[src/rtl/period_meter.sv]
// period_meter: measures period and high time of a slow asynchronous
// square wave in clk cycles, with valid strobe, lock and timeout.
module period_meter #(
  parameter int unsigned WIDTH   = 32,
  parameter int unsigned TIMEOUT = 100_000_000
) (
  input  logic             clk,
  input  logic             rst_n,
  input  logic             sig_in,
  input  logic             clear,
  output logic [WIDTH-1:0] period,
  output logic [WIDTH-1:0] high_time,
  output logic             valid,
  output logic             locked,
  output logic             timeout
);

  localparam logic [WIDTH-1:0] TMO = WIDTH'(TIMEOUT);
  localparam logic [WIDTH-1:0] ONE = WIDTH'(1);

  typedef enum logic [1:0] {
    IDLE,
    ARMED,
    LOCKD
  } state_e;

  state_e state_q;

  logic s1_q;
  logic s2_q;
  logic s3_q;
  logic rise;
  logic fall;

  logic [WIDTH-1:0] cnt_q;
  logic [WIDTH-1:0] cnt_d;
  logic [WIDTH-1:0] hlatch_q;
  logic [WIDTH-1:0] hlatch_d;
  logic [WIDTH-1:0] period_q;
  logic [WIDTH-1:0] high_q;
  logic             valid_q;
  logic             locked_q;
  logic             timeout_q;

  logic cnt_max;
  logic do_clr;
  logic do_arm;
  logic do_meas;
  logic do_tmo;

  always_ff @(posedge clk or negedge rst_n) begin
    if (!rst_n) begin
      s1_q <= 1'b0;
      s2_q <= 1'b0;
      s3_q <= 1'b0;
    end else begin
      s1_q <= sig_in;
      s2_q <= s1_q;
      s3_q <= s2_q;
    end
  end

  assign rise    = s2_q & ~s3_q;
  assign fall    = ~s2_q & s3_q;
  assign cnt_max = (cnt_q == TMO);

  // Mutually exclusive decode of the prioritised transition rules.
  assign do_clr  = clear;
  assign do_arm  = ~clear & rise & (state_q == IDLE);
  assign do_meas = ~clear & rise & (state_q != IDLE);
  assign do_tmo  = ~clear & ~rise & cnt_max;

  always_comb begin
    cnt_d = cnt_q;
    if (clear) begin
      cnt_d = '0;
    end else if (rise) begin
      cnt_d = ONE;
    end else if (!cnt_max) begin
      cnt_d = cnt_q + ONE;
    end
  end

  always_comb begin
    hlatch_d = hlatch_q;
    if (clear) begin
      hlatch_d = '0;
    end else if (fall) begin
      hlatch_d = cnt_q;
    end
  end

  always_ff @(posedge clk or negedge rst_n) begin
    if (!rst_n) begin
      cnt_q    <= '0;
      hlatch_q <= '0;
    end else begin
      cnt_q    <= cnt_d;
      hlatch_q <= hlatch_d;
    end
  end

  always_ff @(posedge clk or negedge rst_n) begin
    if (!rst_n) begin
      state_q   <= IDLE;
      period_q  <= '0;
      high_q    <= '0;
      valid_q   <= 1'b0;
      locked_q  <= 1'b0;
      timeout_q <= 1'b0;
    end else begin
      unique case (1'b1)
        do_clr: begin
          state_q   <= IDLE;
          period_q  <= '0;
          high_q    <= '0;
          valid_q   <= 1'b0;
          locked_q  <= 1'b0;
          timeout_q <= 1'b0;
        end
        do_arm: begin
          state_q   <= ARMED;
          valid_q   <= 1'b0;
          timeout_q <= 1'b0;
        end
        do_meas: begin
          state_q   <= LOCKD;
          period_q  <= cnt_q;
          high_q    <= hlatch_q;
          valid_q   <= 1'b1;
          locked_q  <= 1'b1;
          timeout_q <= 1'b0;
        end
        do_tmo: begin
          state_q   <= IDLE;
          valid_q   <= 1'b0;
          locked_q  <= 1'b0;
          timeout_q <= 1'b1;
        end
        default: begin
          valid_q <= 1'b0;
        end
      endcase
    end
  end

  assign period    = period_q;
  assign high_time = high_q;
  assign valid     = valid_q;
  assign locked    = locked_q;
  assign timeout   = timeout_q;

endmodule

[config.mk]
export PLATFORM = sky130hd
export DESIGN_NAME = period_meter
export DESIGN_NICKNAME = d
export VERILOG_FILES = /design/src/rtl/period_meter.sv
export SDC_FILE = /design/constraint.sdc
export NUM_CORES = 1
export LEC_CHECK = 0
export BUFFER_PORTS_ARGS = -buffer_cell sky130_fd_sc_hd__buf_2
export CELL_PAD_IN_SITES_DETAIL_PLACEMENT = 1
export CELL_PAD_IN_SITES_GLOBAL_PLACEMENT = 1
export CORE_MARGIN = 5
export CORE_UTILIZATION = 45
export DETAILED_ROUTE_END_ITERATION = 16
export MAX_ROUTING_LAYER = met4
export PLACE_DENSITY = 0.85
export SETUP_SLACK_MARGIN = 0.1
export SLEW_MARGIN = 20
export SYNTH_ARGS = -nofsm -noshare
export SYNTH_HDL_FRONTEND = slang
export SYNTH_SLANG_ARGS = --single-unit
[constraint.sdc]
create_clock -name clk -period 2.4 [get_ports clk]
set_clock_uncertainty 0.15 [all_clocks]
set_input_delay 0.36 -clock clk [delete_from_list [all_inputs] [get_ports clk]]
set_output_delay 0.36 -clock clk [all_outputs]
set_load 0.02 [all_outputs]
### Word level (Yosys, flattened, before mapping)

Cells that the tools add are included.

* input port bits: 4
* register bits after elaboration: 136
* output and inout port bits: 67
* logic and storage cells: 45

* muxes and demuxes: 11
* add/subtract/negate cells: 1
* equality and inequality tests: 2
* bitwise gates (word level): 11
* reductions and logical operators: 9

Operator list (count)
* 32-bit 2-to-1 mux: 5
* 32-bit one-hot mux with 2 select lines: 2
* 32-bit by 1-bit adder with 32-bit output (second input constant): 1
* 32-bit by 27-bit == test with 1-bit output (second input constant): 1
* 2-bit nonzero test: 5
* 1-bit AND: 7
* 2-bit one-hot mux with 3 select lines: 1
* 1-bit NOT: 4
* 1-bit one-hot mux with 2 select lines: 2
* 3-bit != test (second input constant): 1
* 3-bit nonzero test: 1
* 3-bit OR reduction: 1
* 2-bit logical NOT: 1
* 2-bit OR reduction: 1
* 1-bit 2-to-1 mux: 1

### Depth between registers and ports, before layout

Gate-level depths: netlist of the first run.

* depth after elaboration: 7
* gate-level depth with buffers: 6
* gate-level depth less buffers: 6

### Least setup slack after synthesis of the first run

Ideal clock, no wire load.

* kind: reg-to-reg
* from: register cnt_q[10]
* to: register cnt_q[26]
* data required time: 2172 ps
* slack: 348 ps
* path buffers: 2
* clock period less this slack: 2052 ps
* stages on the path, launching flop included: 7
* arrival time: 1824 ps
* library setup time: 78 ps
* path through: dfrtp_1 > buf_2 > nand4_2 > or4_4 > buf_6 > or4_1 > a21oi_1

* cells in the longest elaborated chain, start to end: 4
* elaborated cells between the ends (all ways): 6
* classes of those cells: 1 x add/sub; 2 x eq/ne; 3 x mux

Ends and longest elaborated chain
* from (decl): line 35 `logic [WIDTH-1:0] cnt_q;`
* from (signal assigned): line 98 `cnt_q <= cnt_d;`
* 32-bit by 1-bit adder with 32-bit output: line 80 `cnt_d = cnt_q + ONE;`
* 32-bit 2-to-1 mux: line 79 `end else if (!cnt_max) begin`
* 32-bit 2-to-1 mux: line 77 `end else if (rise) begin`
* 32-bit 2-to-1 mux: line 75 `if (clear) begin`

Several ways; a longest one is shown, not always the timed one. The select of a mux whose other input is x is not followed.
A chain may end at the register's enable or synchronous reset.

### Final worst setup path of the first run

* from: register cnt_q[1]
* to: register cnt_q[28]

Same word-level chain as after synthesis.

==> results of run 1 <==
report_power, final:
part	total, mW	switching [mW]	internal (mW)
logic	0.195	0.152	0.0430
registers	2.32	0.0135	2.31
clock network	2.31	0.910	1.40
total	4.83	1.08	3.75
Yosys cell counts, drive strengths merged, types with 3 or more instances:
cell | number | area share (%)
a21oi | 80 | 7.0
a22o | 32 | 4.9
and3 | 3 | 0.35
and4 | 4 | 0.62
buf | 11 | 0.95
clkbuf | 30 | 2.0
dfrtp | 136 | 60
inv | 6 | 0.40
nand2 | 146 | 9.6
nand3 | 13 | 1.2
nand4 | 8 | 1.1
nor2 | 18 | 1.2
nor3 | 5 | 0.53
nor4 | 6 | 0.66
o21ai | 6 | 0.53
o31ai | 10 | 1.3
or3 | 8 | 0.88
or4 | 11 | 1.5
xnor2 | 7 | 1.1
xor2 | 6 | 0.93
sequential cells by signal, summed over array words and instances (netlist names), 2 cells and up:
name / count
cnt_q: 32
high_time: 32
hlatch_q: 32
period: 32
state_q: 2
cells by family after synthesis:
kind of cell / count (synthesis) / share of synthesized area (%)
muxes: 2 / 0.3525
adders and majority gates: 2 / 0.4406
DFF: 136 / 59.93
and+or+nand+nor: 232 / 19.04
buffers and inverters: 47 / 3.327
xor gates and xnor gates: 13 / 2.005
AOI/OAI and AO/OA: 136 / 14.92
final timing paths:
path | startpoint | to | depth (start not counted)
setup / recovery | cnt_q[1] | cnt_q[28] | 5
hold / removal | s1_q | s2_q | 0
max in group asynchronous | rst_n | high_time[30] | 3
min in group asynchronous | rst_n | high_time[29] | 2
hold reg to reg | s1_q | s2_q | 0
setup reg to reg | cnt_q[1] | cnt_q[28] | 5
timing repair:
action                                  in CTS  in global routing
hold endpoints to repair                    52                  0
endpoints found under the setup margin       0                 13
hold buffers                                 2                  0
resized for setup                            0                  9
buffers inserted                             0                  4
cell type report:
type	count	area share [%]
timing repair buffer	95	8.361
clock buffer	25	7.213
sequential	136	49.62
tap	172	3.133
inverter	6	0.3279
multi-input combinational	385	31.06
clock inverter	4	0.2914
per-layer routing:
metal / vias to the layer above / share of wire, %
met2: 120 / 51
met1: 2410 / 43
met4: 0 / 1.9
met5: - / 0
met3: 33 / 3.5
li1: 2127 / -
==> summary.txt, run 1 <==
Status
  • Status: completed

Floorplanning
  • Die area: ~15000 µm²
  • Core ar.: 12520 µm²
  • Chip height: around 120 µm
  • Die Span X: 122.3 µm
  • Ports: 71
  • Starting Density: 45.37%
  • Std-Cell Rows: 41

GRT
  • Global-route wire length before repair: approximately 26000 µm
  • Global route hottest layer: met2
  • Met3 Use GR: 4.608%
  • Vias in the first global route: approximately 5000
  • Initial antenna violation count: 0
  • Total track usage: 23.12%
  • GR Util met2: 37.31%
  • Grt met1 use: between 20 and 30%
  • Aggregate global routing overflow: 0
  • Largest net degree at the start of global routing: 55

Worst hold path
  • Min-delay worst type: reg -> reg

Power
  • Pleak: about 3.1 nW
  • Overall Power: approximately 4.8 mW
  • Max VDD drop: slightly below 0.0005 V
  • Pwr Density: 702.9 nW/µm²

Timing
  • Tmin final: roughly 2.2 ns
  • Actual slew at the worst max-slew pin: a little under 0.8 ns
  • RSZ-0062 raised after global routing: yes
  • Setup ws final: 0.1870 ns
  • Setup TNS: 0 ns
  • Fmax achieved: approximately 450 MHz
  • Crit share post-route: between 90 and 100%
  • # setup viols final: 0
  • Slew margin rel.: 47.54%
  • Final hold vios: 0
  • Hold slack final: roughly 0.21 ns
  • Final Max Slew Viols: 0

Clock tree
  • Root buffer cell: clkbuf_16
  • H-tree depth: 4
  • CTS Buffer Depth: 2
  • Clk Latency, worst-skew pair: between 0.4 and 0.5 ns
  • Clock slew seen by the registers of the worst setup and hold paths: 0.06 ns
  • Clock sinks: roughly 140
  • TritonCTS Buffers: 17
  • CTS tree: yes

Placement
  • Placed Instance Area: around 6300 µm²
  • IO buf count: 70
  • Cells after DPL: approximately 790
  • Routability Congestion: around 0.85
  • Worst slack, placed: 0.1665 ns
  • Post-detail-place hpwl: 10040 µm

Logic synthesis
  • Primary FF master, synth: dfrtp_1
  • Ys async rst share: 100.0%
  • Register area share after synthesis: 59.93%
  • Synth warnings: 0
  • Synth Instances: between 500 and 600
  • Synth Area per Inst: approximately 10 µm²
  • EDFF count, synth: 0
  • #FFs+latches synth: 136
  • Count of cell types in the netlist: between 40 and 50
  • Post-Synthesis Cell Area: 5679 µm²
  • Syn Nets: approximately 570

Detailed routing
  • DR iter-0 viols: approximately 300
  • Vias: around 4700
  • Vias per cell: approximately 5.7
  • Detail Route Antenna Nets: 0
  • First-pass DRT Iterations: 5
  • Detailed Route WL: around 16000 µm
  • DRC viols: 0
  • Drt wl/cell: 19.54 µm

Cells and area
  • Antenna Cells: 0
  • Syn-to-layout area delta: 20.95%
  • Share of cells above drive strength 1: a little over a fifth
  • Area of the multi-input gates: about 2100 µm²
  • Final net count: between 600 and 700
  • Final instance area: approximately 6900 µm²
  • # fillers: about 1400
  • Most frequent cells in the layout: nand2_1 (145), dfrtp_1 (132), a21oi_1 (79), buf_2 (69), a22o_1 (32)
  • Post-Layout Cell Count: about 820
  • Most common cell after layout, fill and taps aside: nand2_1
  • Core Util, Final: between 50% and 60%
  • Register area: approximately 3400 µm²

Worst setup path
  • CP cell instances: ha_1 -> and4_1 -> nand2_2 -> or4_1 -> a21oi_1
  • CP max stage delay: around 0.55 ns
  • R2R Setup Slk: roughly 0.19 ns
  • Top delay family on crit path: simple AND/OR/NAND/NOR gates
  • CP Buf/Inv Count: 0
  • WS Path Type: reg -> reg
  • Req. time, crit path: 2.58 ns
  • Endpoint class of the critical path: flop
  • Startpoint types: flop
  • Slowest stage cell, crit path: or4_1
  • Crit path max fanout: 8
  • Critical path arrival: 2.40 ns

Run
  • Max cap viols: 0
Note: power is estimated with default switching activity, not from simulation.
==> run 2, diff against run 1 <==
--- a/config.mk
+++ b/config.mk
@@ -13,6 +13,7 @@
 export DETAILED_ROUTE_END_ITERATION = 16
 export MAX_ROUTING_LAYER = met4
 export PLACE_DENSITY = 0.85
+export REMOVE_ABC_BUFFERS = 1
 export SETUP_SLACK_MARGIN = 0.1
 export SLEW_MARGIN = 20
 export SYNTH_ARGS = -nofsm -noshare
==> summary.txt, run 2 (same netlist as run 1, synthesis figures left out) <==
Power
  • Max VDD drop: approximately 0.00032 V
  • Pleak: between 3 and 4 nW
  • Pwr Density: approximately 740 nW/µm²

Placement
  • IO buf count: 70
  • Worst slack, placed: 0.1820 ns
  • Post-detail-place hpwl: 9335 µm
  • Routability Congestion: between 0.8 and 0.9

Clock tree
  • CTS Buffer Depth: 2
  • Clk Latency, worst-skew pair: around 0.43 ns
  • H-tree depth: 4
  • Root buffer cell: clkbuf_16
  • Clock sinks: around 140
  • CTS tree: yes
  • Clock slew seen by the registers of the worst setup and hold paths: ~0.06 ns
  • TritonCTS Buffers: 17

GRT
  • Aggregate global routing overflow: 0
  • Initial antenna violation count: 0
  • Global-route wire length before repair: 26340 µm
  • Largest net degree at the start of global routing: around 140
  • Total track usage: a little under a quarter
  • Vias in the first global route: about 5000

Floorplanning
  • Die Span X: 122.3 µm
  • Chip height: 122.3 µm
  • Std-Cell Rows: 41
  • Starting Density: a little under half
  • Ports: between 70 and 80
  • Die area: about 15000 µm²
  • Core ar.: between 10000 and 15000 µm²

Timing
  • Hold slack final: 0.1554 ns
  • Actual slew at the worst max-slew pin: about 0.8 ns
  • Final hold vios: 0
  • # setup viols final: 0
  • Final Max Slew Viols: 0
  • Slew margin rel.: between 40 and 50%
  • Fmax achieved: between 400 and 500 MHz
  • Setup ws final: ~0.16 ns
  • RSZ-0062 raised after global routing: yes
  • Tmin final: between 2 and 2.5 ns
  • Crit share post-route: between 90% and 100%

Worst setup path
  • R2R Setup Slk: roughly 0.16 ns
  • Critical R2R Launch: cnt_q[21]
  • Endpoint class of the critical path: flop
  • RR Endpoint: cnt_q[31]
  • R2R cell count: 4
  • WS Path Type: reg -> reg
  • Startpoint types: flop
  • Critical path arrival: 2.43 ns
  • Crit path max fanout: 13
  • Req. time, crit path: 2.59 ns

Worst hold path
  • Min-delay worst type: in -> reg
  • Worst Hold Launch: clear
  • Worst Hold Depth: 2
  • Worst Hold Path EP: cnt_q[0]

Detailed routing
  • Drt wl/cell: ~19 µm
  • Detail Route Antenna Nets: 0
  • Detailed Route WL: about 16000 µm
  • DRC viols: 0
  • Vias per cell: 5.593
  • Vias: between 4000 and 5000
  • DR iter-0 viols: approximately 340
  • First-pass DRT Iterations: 4

Cells and area
  • Most frequent cells in the layout: nand2_1 (146), dfrtp_1 (129), a21oi_1 (79), buf_2 (69), a22o_1 (32)
  • Most common cell after layout, fill and taps aside: nand2_1
  • Syn-to-layout area delta: 20.91%
  • # fillers: roughly 1400
  • Antenna Cells: 0
  • Area of the multi-input gates: about 2100 µm²
  • Final net count: 639
  • Share of cells above drive strength 1: roughly 21%
  • Register area: approximately 3400 µm²

Run
  • Max cap viols: 0

Status
  • Status: completed
[run 2: changes by cell type in the layout (fill, tap and decap cells not counted), moves of 2 or more]
cell and delta:
buf_4 -8, dfrtp_2 +3, bufinv_16 +2, dfrtp_1 -3, clkinv_2 +2
[run 2: area by class of cell]
cell class	count	area share, %
Inverter	6	0.3280
Multi-Input combinational cell	385	30.98
Clock buffer	23	6.961
Sequential cell	136	49.69
Clock inverter	9	1.421
Tap cell	172	3.134
Timing Repair Buffer	87	7.489
[run 2: where the power goes]
| group | switching, mW | internal [mW] |
|---|---|---|
| combinational | 0.147 | 0.0357 |
| clock | 0.965 | 1.60 |
| sequential | 0.0157 | 2.31 |
| total | 1.13 | 3.94 |
[run 2: worst max-delay path by stage]
stage                     from    endpoint  slack, ns  cells after the start
floorplan           state_q[1]  state_q[1]      -1.93                      2
global placement     cnt_q[16]   cnt_q[31]       0.26                      4
detailed placement   cnt_q[16]   cnt_q[31]       0.18                      4
CTS                   cnt_q[5]   cnt_q[31]       0.15                      4
global route         cnt_q[21]   cnt_q[29]       0.07                      4
finish               cnt_q[21]   cnt_q[31]       0.16                      4
[run 2: layer usage]
| metal | part of all wire [%] | GRT usage (%) | up-vias | routed length, µm |
|---|---|---|---|---|
| li1 | - | - | 2105 | - |
| met1 | 43 | 28.06 | 2365 | 6683 |
| met2 | 52 | 37.93 | 82 | 8055 |
| met3 | 3.1 | 5.346 | 23 | 488 |
| met4 | 1.8 | 8.118 | 0 | 281 |
| met5 | 0 | - | - | 0 |
[run 2: through the flow]
stage               util [%]  cell area [µm²]  total power, mW  setup TNS [ns]  std cells
global route           54.86             6867            5.236               0        818
detailed placement     49.81             6235            2.540               0        782
finish                 54.86             6867            5.068               0        818
CTS                    54.62             6837            5.107               0        816
floorplan                  -             5513            2.417         -136.86        527
global placement       49.81             6235            2.527               0        782
[run 2: worst max-delay path, cell delays in order (launching register included)]
cell,delay [ns]
dfrtp_1,0.44
nand3_1,0.20
or4_4,0.66
or4_1,0.54
a21oi_1,0.16
[run 2: repair_timing]
action,in CTS,in global routing
resized for setup,2,9
pin swaps,0,1
hold buffers,2,0
hold endpoints to repair,137,0
buffers inserted,0,2
endpoints found under the setup margin,2,10
